`src/rtl/vga_blit_master.sv`:
```
`timescale 1ns/1ps
// vga_blit_master: Avalon-MM master that copies an 8-bit pixel rectangle from
// word-addressed memory into the 160x120 VGA pixel slave, one pixel write per
// byte, with a small CSR slave port for programming and status polling.
//
// state | meaning
// IDLE  | waiting for a CTRL write
// FETCH | read request for the current source word is on the bus
// WAIT  | read accepted, waiting for m_readdatavalid
// PLOT  | writing the visible lanes of the fetched word to the VGA slave
// DONE  | transfer finished, status flips to done on the way back to IDLE
module vga_blit_master (
    input  logic        clk,
    input  logic        reset_n,
    input  logic [3:0]  s_address,
    input  logic        s_read,
    output logic [31:0] s_readdata,
    input  logic        s_write,
    input  logic [31:0] s_writedata,
    output logic [31:0] m_address,
    output logic        m_read,
    input  logic [31:0] m_readdata,
    input  logic        m_readdatavalid,
    output logic        m_write,
    output logic [31:0] m_writedata,
    input  logic        m_waitrequest
);

    localparam logic [31:0] VGA_BASE = 32'h0000_4000;
    localparam logic [8:0]  SCR_W    = 9'd160;
    localparam logic [7:0]  SCR_H    = 8'd120;

    typedef enum logic [2:0] {IDLE, FETCH, WAIT, PLOT, DONE} state_t;

    state_t      state;
    logic [31:0] src_q;
    logic [31:0] dims_q;
    logic [7:0]  wid_q;
    logic [6:0]  hgt_q;
    logic [7:0]  xw_q;
    logic [7:0]  y_q;
    logic [31:0] row_addr;
    logic [31:0] word_addr;
    logic [31:0] data_q;
    logic [1:0]  lane_q;
    logic        busy;
    logic        done;

    logic [8:0]  lane_x [4];
    logic [3:0]  lane_ok;
    logic [3:0]  lane_hi;
    logic [2:0]  first0;
    logic [2:0]  firstn;
    logic [8:0]  w_round;
    logic [31:0] stride;
    logic [31:0] nx_word;
    logic        more_in_row;
    logic        more_rows;
    logic        do_adv;

    // Lowest set bit of a lane mask as {found, index}.
    function automatic logic [2:0] pick(input logic [3:0] m);
        logic [2:0] r;
        r = 3'b000;
        for (int i = 3; i >= 0; i--)
            if (m[i]) r = {1'b1, 2'(i)};
        return r;
    endfunction

    // Pixel write word for lane k of source word d.
    function automatic logic [31:0] pix(input logic [31:0] d, input logic [1:0] k,
                                        input logic [7:0] xw, input logic [6:0] y);
        logic [7:0] x;
        logic [7:0] c;
        x = xw + {6'b0, k};
        c = 8'(d >> {k, 3'b000});
        return {1'b0, y, x, 8'h00, c};
    endfunction

    // Lane visibility and the walk through words and rows; lane skipping is
    // combinational so an invisible lane costs no cycle.
    always_comb begin
        lane_ok = '0;
        lane_hi = '0;
        for (int k = 0; k < 4; k++) begin
            lane_x[k]  = {1'b0, xw_q} + 9'(k);
            lane_ok[k] = (lane_x[k] < {1'b0, wid_q}) && (lane_x[k] < SCR_W) && (y_q < SCR_H);
            lane_hi[k] = lane_ok[k] && (2'(k) > lane_q);
        end
        first0      = pick(lane_ok);
        firstn      = pick(lane_hi);
        w_round     = {1'b0, wid_q} + 9'd3;
        stride      = {23'b0, w_round} & ~32'd3;
        more_in_row = ({1'b0, xw_q} + 9'd4) < {1'b0, wid_q};
        more_rows   = ({1'b0, y_q} + 9'd1) < {2'b0, hgt_q};
        nx_word     = more_in_row ? word_addr + 32'd4 : row_addr + stride;
        do_adv      = ((state == WAIT) && m_readdatavalid && !first0[2]) ||
                      ((state == PLOT) && !m_waitrequest && !firstn[2]);
    end

    // CSR read mux, valid in the cycle s_read is asserted.
    always_comb begin
        s_readdata = 32'd0;
        if (s_read) begin
            case (s_address)
                4'd0:    s_readdata = {30'b0, done, busy};
                4'd1:    s_readdata = src_q;
                4'd2:    s_readdata = dims_q;
                default: s_readdata = 32'd0;
            endcase
        end
    end

    // CSR storage; the running transfer works from its own latched copies.
    always_ff @(posedge clk) begin
        if (!reset_n) begin
            src_q  <= 32'd0;
            dims_q <= 32'd0;
        end else if (s_write) begin
            if (s_address == 4'd1) src_q  <= {s_writedata[31:2], 2'b00};
            if (s_address == 4'd2) dims_q <= s_writedata;
        end
    end

    // Transfer FSM with registered master outputs.
    always_ff @(posedge clk) begin
        if (!reset_n) begin
            state       <= IDLE;
            wid_q       <= 8'd0;
            hgt_q       <= 7'd0;
            xw_q        <= 8'd0;
            y_q         <= 8'd0;
            row_addr    <= 32'd0;
            word_addr   <= 32'd0;
            data_q      <= 32'd0;
            lane_q      <= 2'd0;
            busy        <= 1'b0;
            done        <= 1'b0;
            m_read      <= 1'b0;
            m_write     <= 1'b0;
            m_address   <= 32'd0;
            m_writedata <= 32'd0;
        end else begin
            case (state)
                IDLE: begin
                    if (s_write && s_address == 4'd0) begin
                        busy      <= 1'b1;
                        done      <= 1'b0;
                        wid_q     <= dims_q[7:0];
                        hgt_q     <= dims_q[22:16];
                        xw_q      <= 8'd0;
                        y_q       <= 8'd0;
                        row_addr  <= src_q;
                        word_addr <= src_q;
                        if (dims_q[7:0] != 8'd0 && dims_q[22:16] != 7'd0) begin
                            state     <= FETCH;
                            m_read    <= 1'b1;
                            m_address <= src_q;
                        end else begin
                            state <= DONE;
                        end
                    end
                end
                FETCH: begin
                    if (!m_waitrequest) begin
                        m_read <= 1'b0;
                        state  <= WAIT;
                    end
                end
                WAIT: begin
                    if (m_readdatavalid) begin
                        data_q <= m_readdata;
                        if (first0[2]) begin
                            state       <= PLOT;
                            lane_q      <= first0[1:0];
                            m_write     <= 1'b1;
                            m_address   <= VGA_BASE;
                            m_writedata <= pix(m_readdata, first0[1:0], xw_q, y_q[6:0]);
                        end
                    end
                end
                PLOT: begin
                    if (!m_waitrequest) begin
                        if (firstn[2]) begin
                            lane_q      <= firstn[1:0];
                            m_writedata <= pix(data_q, firstn[1:0], xw_q, y_q[6:0]);
                        end else begin
                            m_write <= 1'b0;
                        end
                    end
                end
                DONE: begin
                    busy  <= 1'b0;
                    done  <= 1'b1;
                    state <= IDLE;
                end
                default: state <= IDLE;
            endcase

            if (do_adv) begin
                if (more_in_row) begin
                    xw_q <= xw_q + 8'd4;
                end else begin
                    xw_q     <= 8'd0;
                    y_q      <= y_q + 8'd1;
                    row_addr <= row_addr + stride;
                end
                word_addr <= nx_word;
                if (more_in_row || more_rows) begin
                    state     <= FETCH;
                    m_read    <= 1'b1;
                    m_address <= nx_word;
                end else begin
                    state <= DONE;
                end
            end
        end
    end

endmodule

```
`config.mk`:
```
export PLATFORM = sky130hd
export DESIGN_NAME = vga_blit_master
export DESIGN_NICKNAME = d
export VERILOG_FILES = /design/src/rtl/vga_blit_master.sv
export SDC_FILE = /design/constraint.sdc
export NUM_CORES = 1
export LEC_CHECK = 0
export ABC_AREA = 1
export BUFFER_PORTS_ARGS = -buffer_cell sky130_fd_sc_hd__buf_2
export CORE_AREA = 2 2 156 158
export DETAILED_ROUTE_END_ITERATION = 7
export DIE_AREA = 0 0 158 160
export GPL_ROUTABILITY_DRIVEN = 0
export GPL_TIMING_DRIVEN = 0
export PLACE_DENSITY = 0.95
export RECOVER_POWER = 100
export SETUP_SLACK_MARGIN = 0.3
export SYNTH_ARGS = -nofsm -noshare
export SYNTH_HDL_FRONTEND = slang
export SYNTH_SLANG_ARGS = --single-unit
export TNS_END_PERCENT = 100
```
`constraint.sdc`:
```
create_clock -name clk -period 5.1 [get_ports clk]
set_input_delay 0.51 -clock clk [delete_from_list [all_inputs] [get_ports clk]]
set_output_delay 0.51 -clock clk [all_outputs]
set_load 0.05 [all_outputs]
```
==> results_dict.tcl <==
set metrics [dict create \
    outcome "complete, but fails checks" \
    failed_checks "design-rule violations" \
    dr.pass1.iters 8 \
    seq_power_share_pct 34.0 \
    yosysTopAreaCell "dfxtp_1" \
    syn_area_per_cell_sq_um 6.44 \
    finalSetupTns_ns 0 \
    synth_area_sq_um 14900 \
    whs_path_depth 3 \
    syn2layout_area_growth_pct 12.5 \
    finalInstanceArea_sq_um 16700 \
    grt_usage_pct 42.9 \
    yosysWarnings 0 \
    drtIter0Drc 3489 \
    cts_resized 0 \
    clk_latency_ns 0.56 \
    yosysUniqueCellTypes 46 \
    synth_ff_type "dfxtp_1" \
    ys_seq_area_share_pct 33.7 \
    placed_cell_area_sq_um 16100 \
    grt_pass1_wl_microns 85700 \
    max-cap-violations 0 \
    finalMaxSlewViolations 0 \
    ys_ff_latch 250 \
    p_comb_share_pct 36.2 \
    wirelength_microns 55500 \
    fmax_mhz 227 \
    power_switching_share_pct 41.7 \
    std_cell_rows 57 \
    hold_viol 0 \
    worstPathRequired_ns 5.57 \
    start_util_pct 62.4 \
    cts_hold_buf 0 \
    worstHoldStart "m_readdata[23]" \
    worst_ep_arrival_time_ns 4.87 \
    cts.clk_slew.worst_paths_ns 0.07 \
    hold_path_class "in -> reg" \
    fin_crit_ns 4.40 \
    die_h_microns 160 \
    core_area_sq_um 23800 \
    ys_async_sr_fraction_pct 0 \
    n_antenna_cell 0 \
    dieArea_sq_um 25300 \
    crit_fanout 10 \
    tritoncts "built" \
    grt_max_degree 15 \
    layout-drive-gt1-share_pct 6.87 \
    r2r_start "wid_q[7]$_SDFFE_PN0P_" \
    post_cts_buffers 0 \
    power_frac_clock_pct 29.8 \
    grt-ovfl-total 0 \
    min_period_over_period_pct 86.3 \
    power.density_nw_per_um2 405 \
    reg2reg_setup_slack_ns 0.70 \
    avgRoutedWirePerCell_microns 19.5 \
    hpwl_microns 40800 \
    fin_worst_skew_ns 0.0105 \
    vdd_drop_max_mv 0.341 \
    fin_util_pct 70.2 \
    finalSetupViolations 0 \
    power_switching_w 0.00282 \
    rsz0062_at_grt "false" \
    portBuffers 160 \
    num_vias 17846 \
    pin_count 172 \
    synth.most_common_cell "nand2_1" \
    cts.sinks 250 \
    synth-edff-count 0 \
    antenna_found_initial 0 \
    startpoint_type "flip-flop" \
    worstSetupEndpointType "flip-flop" \
    synthCells 2306 \
    htreeDepth 1 \
    grt_pass1_vias 16600 \
    worst_slew_pin_slew_ns 0.968 \
    r2r_cells 16 \
    numCtsBuffers 26 \
    timing.rr.end "word_addr[7]$_SDFFE_PN0P_" \
    synthDominantCellAreaShare_pct 33.7 \
    avgViaCountPerCell 6.27 \
    clockBufferDepth 3 \
    ant_nets 0 \
    min_to "data_q[23]$_SDFFE_PN0P_" \
    setup.worst_path.class "reg -> reg" \
    netlist_top_cells_count "nand2_1 (553), a21oi_1 (265), nand3_1 (252)" \
    p_int_w 0.00394 \
    drc_errors 13 \
    max_slew_margin_pct 35.4 \
    yosys-top-cells-area "dfxtp_1 (34%), nand2_1 (14%), a21oi_1 (8.9%)" \
    root_buffer "clkbuf_16" \
    leakage_nw 6.98 \
    die_w_microns 158 \
    nets 2618 \
]
metrics by stage:
step           cells  setup slack [ns]  hold slack [ns]  power, W
6_report        2844             0.699            0.219   0.00676
5_1_grt         2844             0.575            0.237   0.00697
4_1_cts         2844              1.58            0.221   0.00667
3_5_place_dp    2799              1.64            0.430   0.00469
3_3_place_gp    2799              1.73            0.423   0.00462
2_1_floorplan   2315              2.26            0.415   0.00403
cell families after synthesis:
| kind of cell | synth area share [%] |
|---|---|
| flops | 33.7 |
| xor+xnor | 3.66 |
| buf+inv | 10.3 |
| compound gates | 17.1 |
| other cells | 0.0252 |
| simple gates | 31.7 |
| fa+ha+maj | 3.50 |
power by group through the flow:
stage | logic (W) | clock network, W | registers (W)
after floorplan | 0.00147 | 0 | 0.00256
after global placement | 0.00230 | 0 | 0.00232
after detailed placement | 0.00236 | 0 | 0.00233
after CTS | 0.00240 | 0.00198 | 0.00229
after global routing | 0.00259 | 0.00206 | 0.00231
final | 0.00245 | 0.00202 | 0.00230
flip-flops by register name, summed over array words and instances, names as in the netlist, 2 cells and up:
signal and cells:
hgt_q 7, xw_q 6, m_writedata 22, word_addr 32
dims_q 32, row_addr 32, data_q 32, m_address 32
state 3, lane_q 2, wid_q 8, src_q 30
y_q 8
worst max path at each step:
| stage | startpoint | slack (ns) | end | depth (start not counted) |
|---|---|---|---|---|
| after floorplan | wid_q[1]$_SDFFE_PN0P_ | 2.26 | row_addr[16]$_SDFF_PN0_ | 18 |
| after global placement | wid_q[1]$_SDFFE_PN0P_ | 1.73 | m_address[28]$_SDFF_PN0_ | 22 |
| after CTS | wid_q[1]$_SDFFE_PN0P_ | 1.58 | m_address[30]$_SDFF_PN0_ | 20 |
| final | wid_q[7]$_SDFFE_PN0P_ | 0.70 | word_addr[7]$_SDFFE_PN0P_ | 16 |
| after detailed placement | wid_q[1]$_SDFFE_PN0P_ | 1.64 | m_address[30]$_SDFF_PN0_ | 20 |
| after global routing | xw_q[6]$_SDFFE_PN0P_ | 0.58 | word_addr[7]$_SDFFE_PN0P_ | 15 |
worst max-delay path: stages (launching register included):
cell and delay (ns):
dfxtp_1 0.50, inv_1 0.22, ha_1 0.36, inv_1 0.07, nor2_1 0.05, nand2_1 0.09
nand2_1 0.08, nor3_1 0.62, nand3_1 0.43, nand2_1 0.16, nor2_1 0.14, nand2_8 0.11
nand2_8 0.08, nor2_1 0.40, clkbuf_1 0.64, a21oi_1 0.18, nor2_1 0.16
per-layer routing:
layer / part of all wire [%] / track usage [%]
met1: 34 / 52.1
met2: 42 / 64.6
met3: 16 / 15.4
met4: 7.8 / 26.0
met5: 0.067 / 1.19
area by class of cell:
class / instances / area, sq um
plain buffers: 144 / 623
clock buffers: 35 / 756
clock inverters: 10 / 128
fillers: 1914 / 7110
inverters: 221 / 830
multi-input cells: 1700 / 8280
flip-flops and latches: 250 / 5000
well taps: 324 / 405
repair buffers: 160 / 691
cell usage in the layout, fill, tap and decap left out, drive strengths merged, types with 2 or more instances in the layout:
cell,Yosys,routed
clkbuf,83,232
a21boi,2,2
dfxtp,250,250
nand4,23,23
buf,61,107
a31oi,7,7
xnor2,10,10
inv,220,220
o21ai,204,204
xor2,52,52
nor2,209,209
nor4,9,9
conb,1,10
clkinv,1,7
o21a,4,4
a21oi,265,265
nand2,563,563
ha,40,40
nand3,254,254
bufinv,0,3
o211ai,4,4
or2,7,7
nor3,24,24
a22oi,5,5
(Power assumes the default switching activity.)
